**config.mk**
```make
export PLATFORM = sky130hd
export DESIGN_NAME = fir_mac_sequencer
export DESIGN_NICKNAME = d
export VERILOG_FILES = /design/src/rtl/fir_seq_pkg.sv /design/src/rtl/fir_seq_mac.sv /design/src/rtl/fir_mac_sequencer.sv
export SDC_FILE = /design/constraint.sdc
export NUM_CORES = 2
export LEC_CHECK = 0
export ABC_AREA = 1
export CAP_MARGIN = 20
export CORE_UTILIZATION = 35
export CTS_CLUSTER_SIZE = 8
export DETAILED_ROUTE_END_ITERATION = 7
export DONT_BUFFER_PORTS = 1
export SETUP_SLACK_MARGIN = 0.3
export SLEW_MARGIN = 10
export SYNTH_ARGS = -nofsm -noshare
export SYNTH_HDL_FRONTEND = slang
export SYNTH_SLANG_ARGS = --single-unit
```
**constraint.sdc**
```tcl
create_clock -name clk -period 17.6 [get_ports clk]
set_clock_uncertainty 0.15 [all_clocks]
set_input_delay 4.4 -clock clk [delete_from_list [all_inputs] [get_ports clk]]
set_output_delay 4.4 -clock clk [all_outputs]
set_load 0.01 [all_outputs]
```
**src/rtl/fir_seq_pkg.sv**
```systemverilog
// Shared definitions for the time-multiplexed FIR sequencer.
//   fir_seq_state_t : sequencer states CLEAR, IDLE, MAC, DRAIN, OUT
//   FIR_SEQ_*       : default sample / coefficient / accumulator widths
//   fir_seq_scale() : accumulator -> output sample conversion. It drops N-1
//                     fraction bits. Saturation is added when FIR_SEQ_SAT_EN
//                     is defined.
package fir_seq_pkg;

  typedef enum logic [2:0] {CLEAR, IDLE, MAC, DRAIN, OUT} fir_seq_state_t;

  localparam int unsigned FIR_SEQ_N       = 24;
  localparam int unsigned FIR_SEQ_N_COEFF = 16;
  localparam int unsigned FIR_SEQ_ACC_W   = 2 * FIR_SEQ_N;

  // The caller passes acc sign-extended to 128 bits. The bits above ACC_W-1
  // copy the sign bit, so an all-equal test on acc[127:2n-2] gives the same
  // result as a test on acc[ACC_W-1:2n-2]. The caller keeps the low n bits.
  function automatic logic [63:0] fir_seq_scale(input logic signed [127:0] acc,
                                                input int unsigned       n);
    logic [63:0] res;
    res = 64'(acc >>> (n - 1));
`ifdef FIR_SEQ_SAT_EN
    begin : sat
      logic signed [127:0] hi;
      hi = acc >>> (2 * n - 2);
      if (hi != '0 && hi != '1) begin
        if (acc[127]) res = ~64'(0) << (n - 1);
        else          res = (64'(1) << (n - 1)) - 64'(1);
      end
    end
`endif
    return res;
  endfunction

endpackage

```
**src/rtl/fir_seq_mac.sv**
```systemverilog
// Shared multiply-accumulate datapath for the FIR sequencer.
// The multiplier output is registered and added to the accumulator one cycle
// later.
//   clk, reset : clock and synchronous active-high reset
//   clr        : zeroes the accumulator, which starts a new output sample
//   en         : adds the registered product to the accumulator
//   x, b       : sample and coefficient operands, both signed
//   y_next     : scaled value of the accumulator after this cycle's add
module fir_seq_mac
  import fir_seq_pkg::*;
#(
  parameter int unsigned N       = FIR_SEQ_N,
  parameter int unsigned N_COEFF = FIR_SEQ_N_COEFF,
  parameter int unsigned ACC_W   = 2 * N
) (
  input  logic                      clk,
  input  logic                      reset,
  input  logic                      clr,
  input  logic                      en,
  input  logic signed [N-1:0]       x,
  input  logic signed [N_COEFF-1:0] b,
  output logic        [N-1:0]       y_next
);

  localparam int unsigned PW = N + N_COEFF;

  logic signed [PW-1:0]    prod;
  logic signed [ACC_W-1:0] acc;
  logic signed [ACC_W-1:0] acc_d;

  always_ff @(posedge clk) begin
    if (reset) prod <= '0;
    else       prod <= PW'(x) * PW'(b);
  end

  always_comb acc_d = acc + ACC_W'(prod);

  always_ff @(posedge clk) begin
    if (reset || clr) acc <= '0;
    else if (en)      acc <= acc_d;
  end

  // The output register in the sequencer captures this value on the DRAIN
  // edge, so it must already include the last product.
  assign y_next = N'(fir_seq_scale(128'(acc_d), N));

endmodule

```
**src/rtl/fir_mac_sequencer.sv**
```systemverilog
// Time-multiplexed FIR engine. One shared multiplier/accumulator runs over
// all N_TAPS taps for each input sample. This block holds the circular
// sample buffer, a run-time writable coefficient bank and the FSM.
//   clk, reset              : clock and synchronous active-high reset
//   data_in/in_valid/in_ready   : input sample handshake
//   data_out/out_valid/out_ready: filtered sample handshake
//   coef_we/coef_addr/coef_wdata: coefficient write port. Writes are ignored
//                                 in CLEAR and when coef_addr >= N_TAPS.
//   busy                    : high whenever the FSM is not in IDLE
// Optional build macro: FIR_SEQ_SAT_EN saturates data_out instead of wrapping.
module fir_mac_sequencer
  import fir_seq_pkg::*;
#(
  parameter int unsigned N       = FIR_SEQ_N,
  parameter int unsigned N_COEFF = FIR_SEQ_N_COEFF,
  parameter int unsigned N_TAPS  = 61,
  parameter int unsigned ACC_W   = 2 * N
) (
  input  logic                      clk,
  input  logic                      reset,
  input  logic [N-1:0]              data_in,
  input  logic                      in_valid,
  output logic                      in_ready,
  output logic [N-1:0]              data_out,
  output logic                      out_valid,
  input  logic                      out_ready,
  input  logic                      coef_we,
  input  logic [$clog2(N_TAPS)-1:0] coef_addr,
  input  logic [N_COEFF-1:0]        coef_wdata,
  output logic                      busy
);

  localparam int unsigned AW   = $clog2(N_TAPS);
  localparam logic [AW-1:0] LAST = AW'(N_TAPS - 1);

  fir_seq_state_t state, state_d;
  logic [AW-1:0]      cnt;
  logic [AW-1:0]      wr_ptr;
  logic [AW-1:0]      rd_idx;
  logic [AW:0]        rd_sum;
  logic [N-1:0]       sbuf [N_TAPS];
  logic [N_COEFF-1:0] coef [N_TAPS];
  logic               mac_clr, mac_en;
  logic [N-1:0]       y_next;

  // Sample read index is (wr_ptr - k) mod N_TAPS, with k = cnt.
  always_comb begin
    rd_sum = {1'b0, wr_ptr} + (AW+1)'(N_TAPS) - {1'b0, cnt};
    if (rd_sum >= (AW+1)'(N_TAPS)) rd_sum = rd_sum - (AW+1)'(N_TAPS);
    rd_idx = rd_sum[AW-1:0];
  end

  always_comb begin
    state_d   = state;
    in_ready  = 1'b0;
    out_valid = 1'b0;
    busy      = 1'b1;
    mac_clr   = 1'b0;
    mac_en    = 1'b0;
    case (state)
      CLEAR: if (cnt == LAST) state_d = IDLE;
      IDLE: begin
        in_ready = 1'b1;
        busy     = 1'b0;
        if (in_valid) begin
          state_d = MAC;
          mac_clr = 1'b1;
        end
      end
      MAC: begin
        // The product for tap k arrives one cycle late, so nothing is
        // added in the k=0 cycle.
        mac_en = (cnt != '0);
        if (cnt == LAST) state_d = DRAIN;
      end
      DRAIN: begin
        mac_en  = 1'b1;
        state_d = OUT;
      end
      OUT: begin
        out_valid = 1'b1;
        if (out_ready) state_d = IDLE;
      end
      default: state_d = CLEAR;
    endcase
  end

  always_ff @(posedge clk) begin
    if (reset) begin
      state    <= CLEAR;
      cnt      <= '0;
      wr_ptr   <= '0;
      data_out <= '0;
    end else begin
      state <= state_d;
      if (state == CLEAR || state == MAC) cnt <= (cnt == LAST) ? '0 : cnt + AW'(1);
      else                                cnt <= '0;
      if (state == OUT && out_ready) wr_ptr <= (wr_ptr == LAST) ? '0 : wr_ptr + AW'(1);
      if (state == DRAIN) data_out <= y_next;
    end
  end

  always_ff @(posedge clk) begin
    if (reset) begin
      for (int unsigned i = 0; i < N_TAPS; i++) coef[i] <= '0;
    end else if (coef_we && state != CLEAR && {1'b0, coef_addr} < (AW+1)'(N_TAPS)) begin
      coef[coef_addr] <= coef_wdata;
    end
  end

  always_ff @(posedge clk) begin
    if (state == CLEAR)                 sbuf[cnt]    <= '0;
    else if (state == IDLE && in_valid) sbuf[wr_ptr] <= data_in;
  end

  fir_seq_mac #(
    .N       (N),
    .N_COEFF (N_COEFF),
    .ACC_W   (ACC_W)
  ) u_mac (
    .clk    (clk),
    .reset  (reset),
    .clr    (mac_clr),
    .en     (mac_en),
    .x      (sbuf[rd_idx]),
    .b      (coef[cnt]),
    .y_next (y_next)
  );

endmodule

```
==> qor.yml <==
detailed_routing:
  wl_um: 396000
  drt_iter0_markers: 11100
  viasPerCell: 5.51
  drtPass1Iterations: 8
  ant_nets: 0
  routedWlPerCell_um: 23.6
  post-route-drc-count: 1
  vias: 92200
sta:
  min_period_over_period: 0.754
  relSlewSlack: 0.262
  worstMarginPinSlew_ns: 1.10
  hold_viol: 0
  grt_setup_unrepaired: "no"
  slew_viol_final: 0
  period_needed_ns: 13.28
  fmax_ghz: 0.0753
  setup_tns_ns: 0
  setup_viol: 0
outcome:
  status: "finished with violations"
  violations: "design-rule violations"
floorplan:
  dieWidth_um: 604
  core_um2: 360000
  die-area_um2: 365000
  start_util: 0.353
  row_count: 220
  ioPinCount: 78
  die_h_um: 604
min_path:
  hold_path.class: "reg -> reg"
yosys:
  synth_compound_area_frac: 0.0607
  synth_top_family_by_area: "simple AND/OR/NAND/NOR gates"
  synth_xor_area_frac: 0.00253
  avgSynthCellArea_um2: 10.5
  ys_seq_area_frac: 0.608
  synthArstFlopShare: 0
  synth_simple_gate_area_frac: 0.199
  syn_area_um2: 127000
  yosysUniqueCellTypes: 56
  synthMuxAreaShare: 0
  dominantRegCellSynth: "edfxtp_1"
  synthAdderAreaFrac: 0.0752
  synth_cells: 12100
  synth_edf_count: 2488
  yosysWarningCount: 0
  ys_ff_latch: 2614
placement:
  hpwl_um: 229000
  io_buffer_count: 0
  place_area_um2: 132000
  finalWeightedCongestion: 0.905
setup_path:
  cp_common_cell: "fa_1"
  cp-end-kind: "register"
  r2r-start: "cnt[0]"
  crit_fanout: 170
  slowest_delay_ns: 0.94
  worstSetupStartpointType: "register"
  r2r_cells: 41
  cp_data_arrival_time_ns: 13.89
  cp.required_ns: 18.21
  crit_start: "cnt[0]"
  endpoint: "u_mac.prod[27]"
  crit-reg2reg-capture: "u_mac.prod[27]"
  crit_type: "reg -> reg"
  slowest_stage: "dfxtp_4"
  reg2reg_setup_slack_ns: 4.32
flow_run:
  max_cap_violations: 0
grt:
  grt_start_max_net_pins: 174
  grt_pass1_vias: 89600
  grt_remaining_overflow: 0
  antenna_found_initial: 13
  track_usage: 0.212
  grt_pass1_wl_um: 587000
clocking:
  root_buffer: "clkbuf_16"
  clockBufferDepth: 4
  path_clk_slew_ns: 0.05
  cts_buffers: 368
  clkLatencyLatePin_ns: 0.97
  post_cts_resized: 0
  clock-sinks: 2614
  hold_buffers: 0
  cts_tree: "yes"
  htree_levels: 5
  cts_setup_buffers: 0
layout:
  final.fill_count: 34500
  drive_gt1_frac: 0.0723
  multi_input_area_um2: 43600
  final_area_um2: 142000
  syn_to_final_growth_pct: 11.9
  ff_latch_area_um2: 77200
  nets: 12500
==> cells by family (layout without fill, tap and decap cells) <==
| kind of cell | count (synthesis) | count (layout) |
|---|---|---|
| and+or+nand+nor | 5905 | 5905 |
| DFF | 2614 | 2614 |
| buffers and inverters | 1706 | 1562 |
| AOI/OAI and AO/OA | 1266 | 1266 |
| adders and majority gates | 537 | 537 |
| xor gates and xnor gates | 35 | 35 |
| other | 1 | 52 |
==> Yosys cell counts (54+ instances only) <==
library cell  instances  share of area
o21ai_0             278          0.011
o22ai_1              63         0.0031
o211ai_1             90         0.0053
buf_1                54         0.0016
nand3_1            2008          0.079
inv_1               883          0.026
a22oi_1              92         0.0054
edfxtp_1           2488           0.59
buf_2               303          0.012
a21oi_1             482          0.019
fa_1                377          0.059
nand2_1            2080          0.061
clkbuf_1            415          0.012
ha_1                160          0.016
dfxtp_1             126          0.020
nor2_1             1648          0.049
==> critical path: cells and delay by family (launching register included) <==
| family | cells | cell delay [ns] |
|---|---|---|
| buf+inv | 8 | 2.18 |
| compound gates | 5 | 0.89 |
| fa+ha+maj | 10 | 4.44 |
| simple gates | 18 | 4.38 |
| flops | 1 | 0.94 |
==> placed cells by master (no fill, tap or decap), types with 12 or more instances in the layout <==
cell / n
o221ai_1: 39
buf_4: 213
inv_2: 24
clkbuf_16: 371
a32o_1: 16
ha_1: 160
conb_1: 48
nand3_1: 2007
o21a_1: 25
nand3_2: 39
nand4_1: 31
nor2_1: 1568
o211ai_1: 90
fa_1: 377
dfxtp_1: 123
o21ai_0: 275
nand2_2: 22
a22oi_1: 92
or2_2: 25
xor2_1: 12
a21oi_1: 480
a21o_1: 15
xnor2_1: 20
nor3_1: 14
nor2_2: 53
a32oi_1: 15
o311ai_0: 28
buf_12: 12
o22ai_1: 63
edfxtp_1: 2488
o31ai_1: 12
a31oi_1: 23
clkbuf_1: 25
nand2_1: 2079
a221oi_1: 17
nor2_4: 28
o2111ai_1: 16
nor4_2: 12
inv_1: 879
==> flip-flops by register name (all words and copies together), names as in the netlist <==
signal,cells
coef,1024
cnt,6
u_mac.prod,40
data_out,24
u_mac.acc,47
state,3
sbuf,1464
wr_ptr,6
==> through the flow <==
step	worst slack (ns)	utilization	hold slack (ns)	std cells
finish	4.32	0.394	0.346	16700
global route	3.32	0.394	0.378	16700
CTS	4.33	0.394	0.348	16700
detailed placement	4.38	0.367	0.342	16300
global placement	4.46	0.367	0.322	16300
floorplan	8.43	-	0.312	12100
==> layer usage <==
| layer | vias to the layer above | routed length [µm] | GRT usage |
|---|---|---|---|
| met1 | 45800 | 159000 | 0.283 |
| met3 | 801 | 35000 | 0.0330 |
| met4 | 6 | 16600 | 0.0865 |
| li1 | 41100 | - | - |
| met2 | 4510 | 185000 | 0.343 |
| met5 | - | 47 | 0 |
==> final cells by class <==
class,instances,area share
Antenna cell,4,0.0000705
Clock buffer,396,0.0660
Clock inverter,29,0.00374
Inverter,912,0.0243
Multi-Input combinational cell,7791,0.307
Sequential cell,2614,0.544
Tap cell,4773,0.0420
Timing Repair Buffer,225,0.0129
==> worst min path at each step <==
stage	start	endpoint	slack (ns)	cells after the start
4_1_cts	u_mac.acc[0]	u_mac.acc[0]	0.35	2
2_1_floorplan	u_mac.acc[0]	u_mac.acc[0]	0.31	2
5_1_grt	u_mac.acc[2]	u_mac.acc[2]	0.38	2
6_report	u_mac.acc[0]	u_mac.acc[0]	0.35	2
3_3_place_gp	u_mac.acc[0]	u_mac.acc[0]	0.32	2
3_5_place_dp	u_mac.acc[21]	u_mac.acc[21]	0.34	2
Power is left out: the tool's default activity adds up to more than one toggle a clock period on the data nets, which glitch-free logic cannot reach.
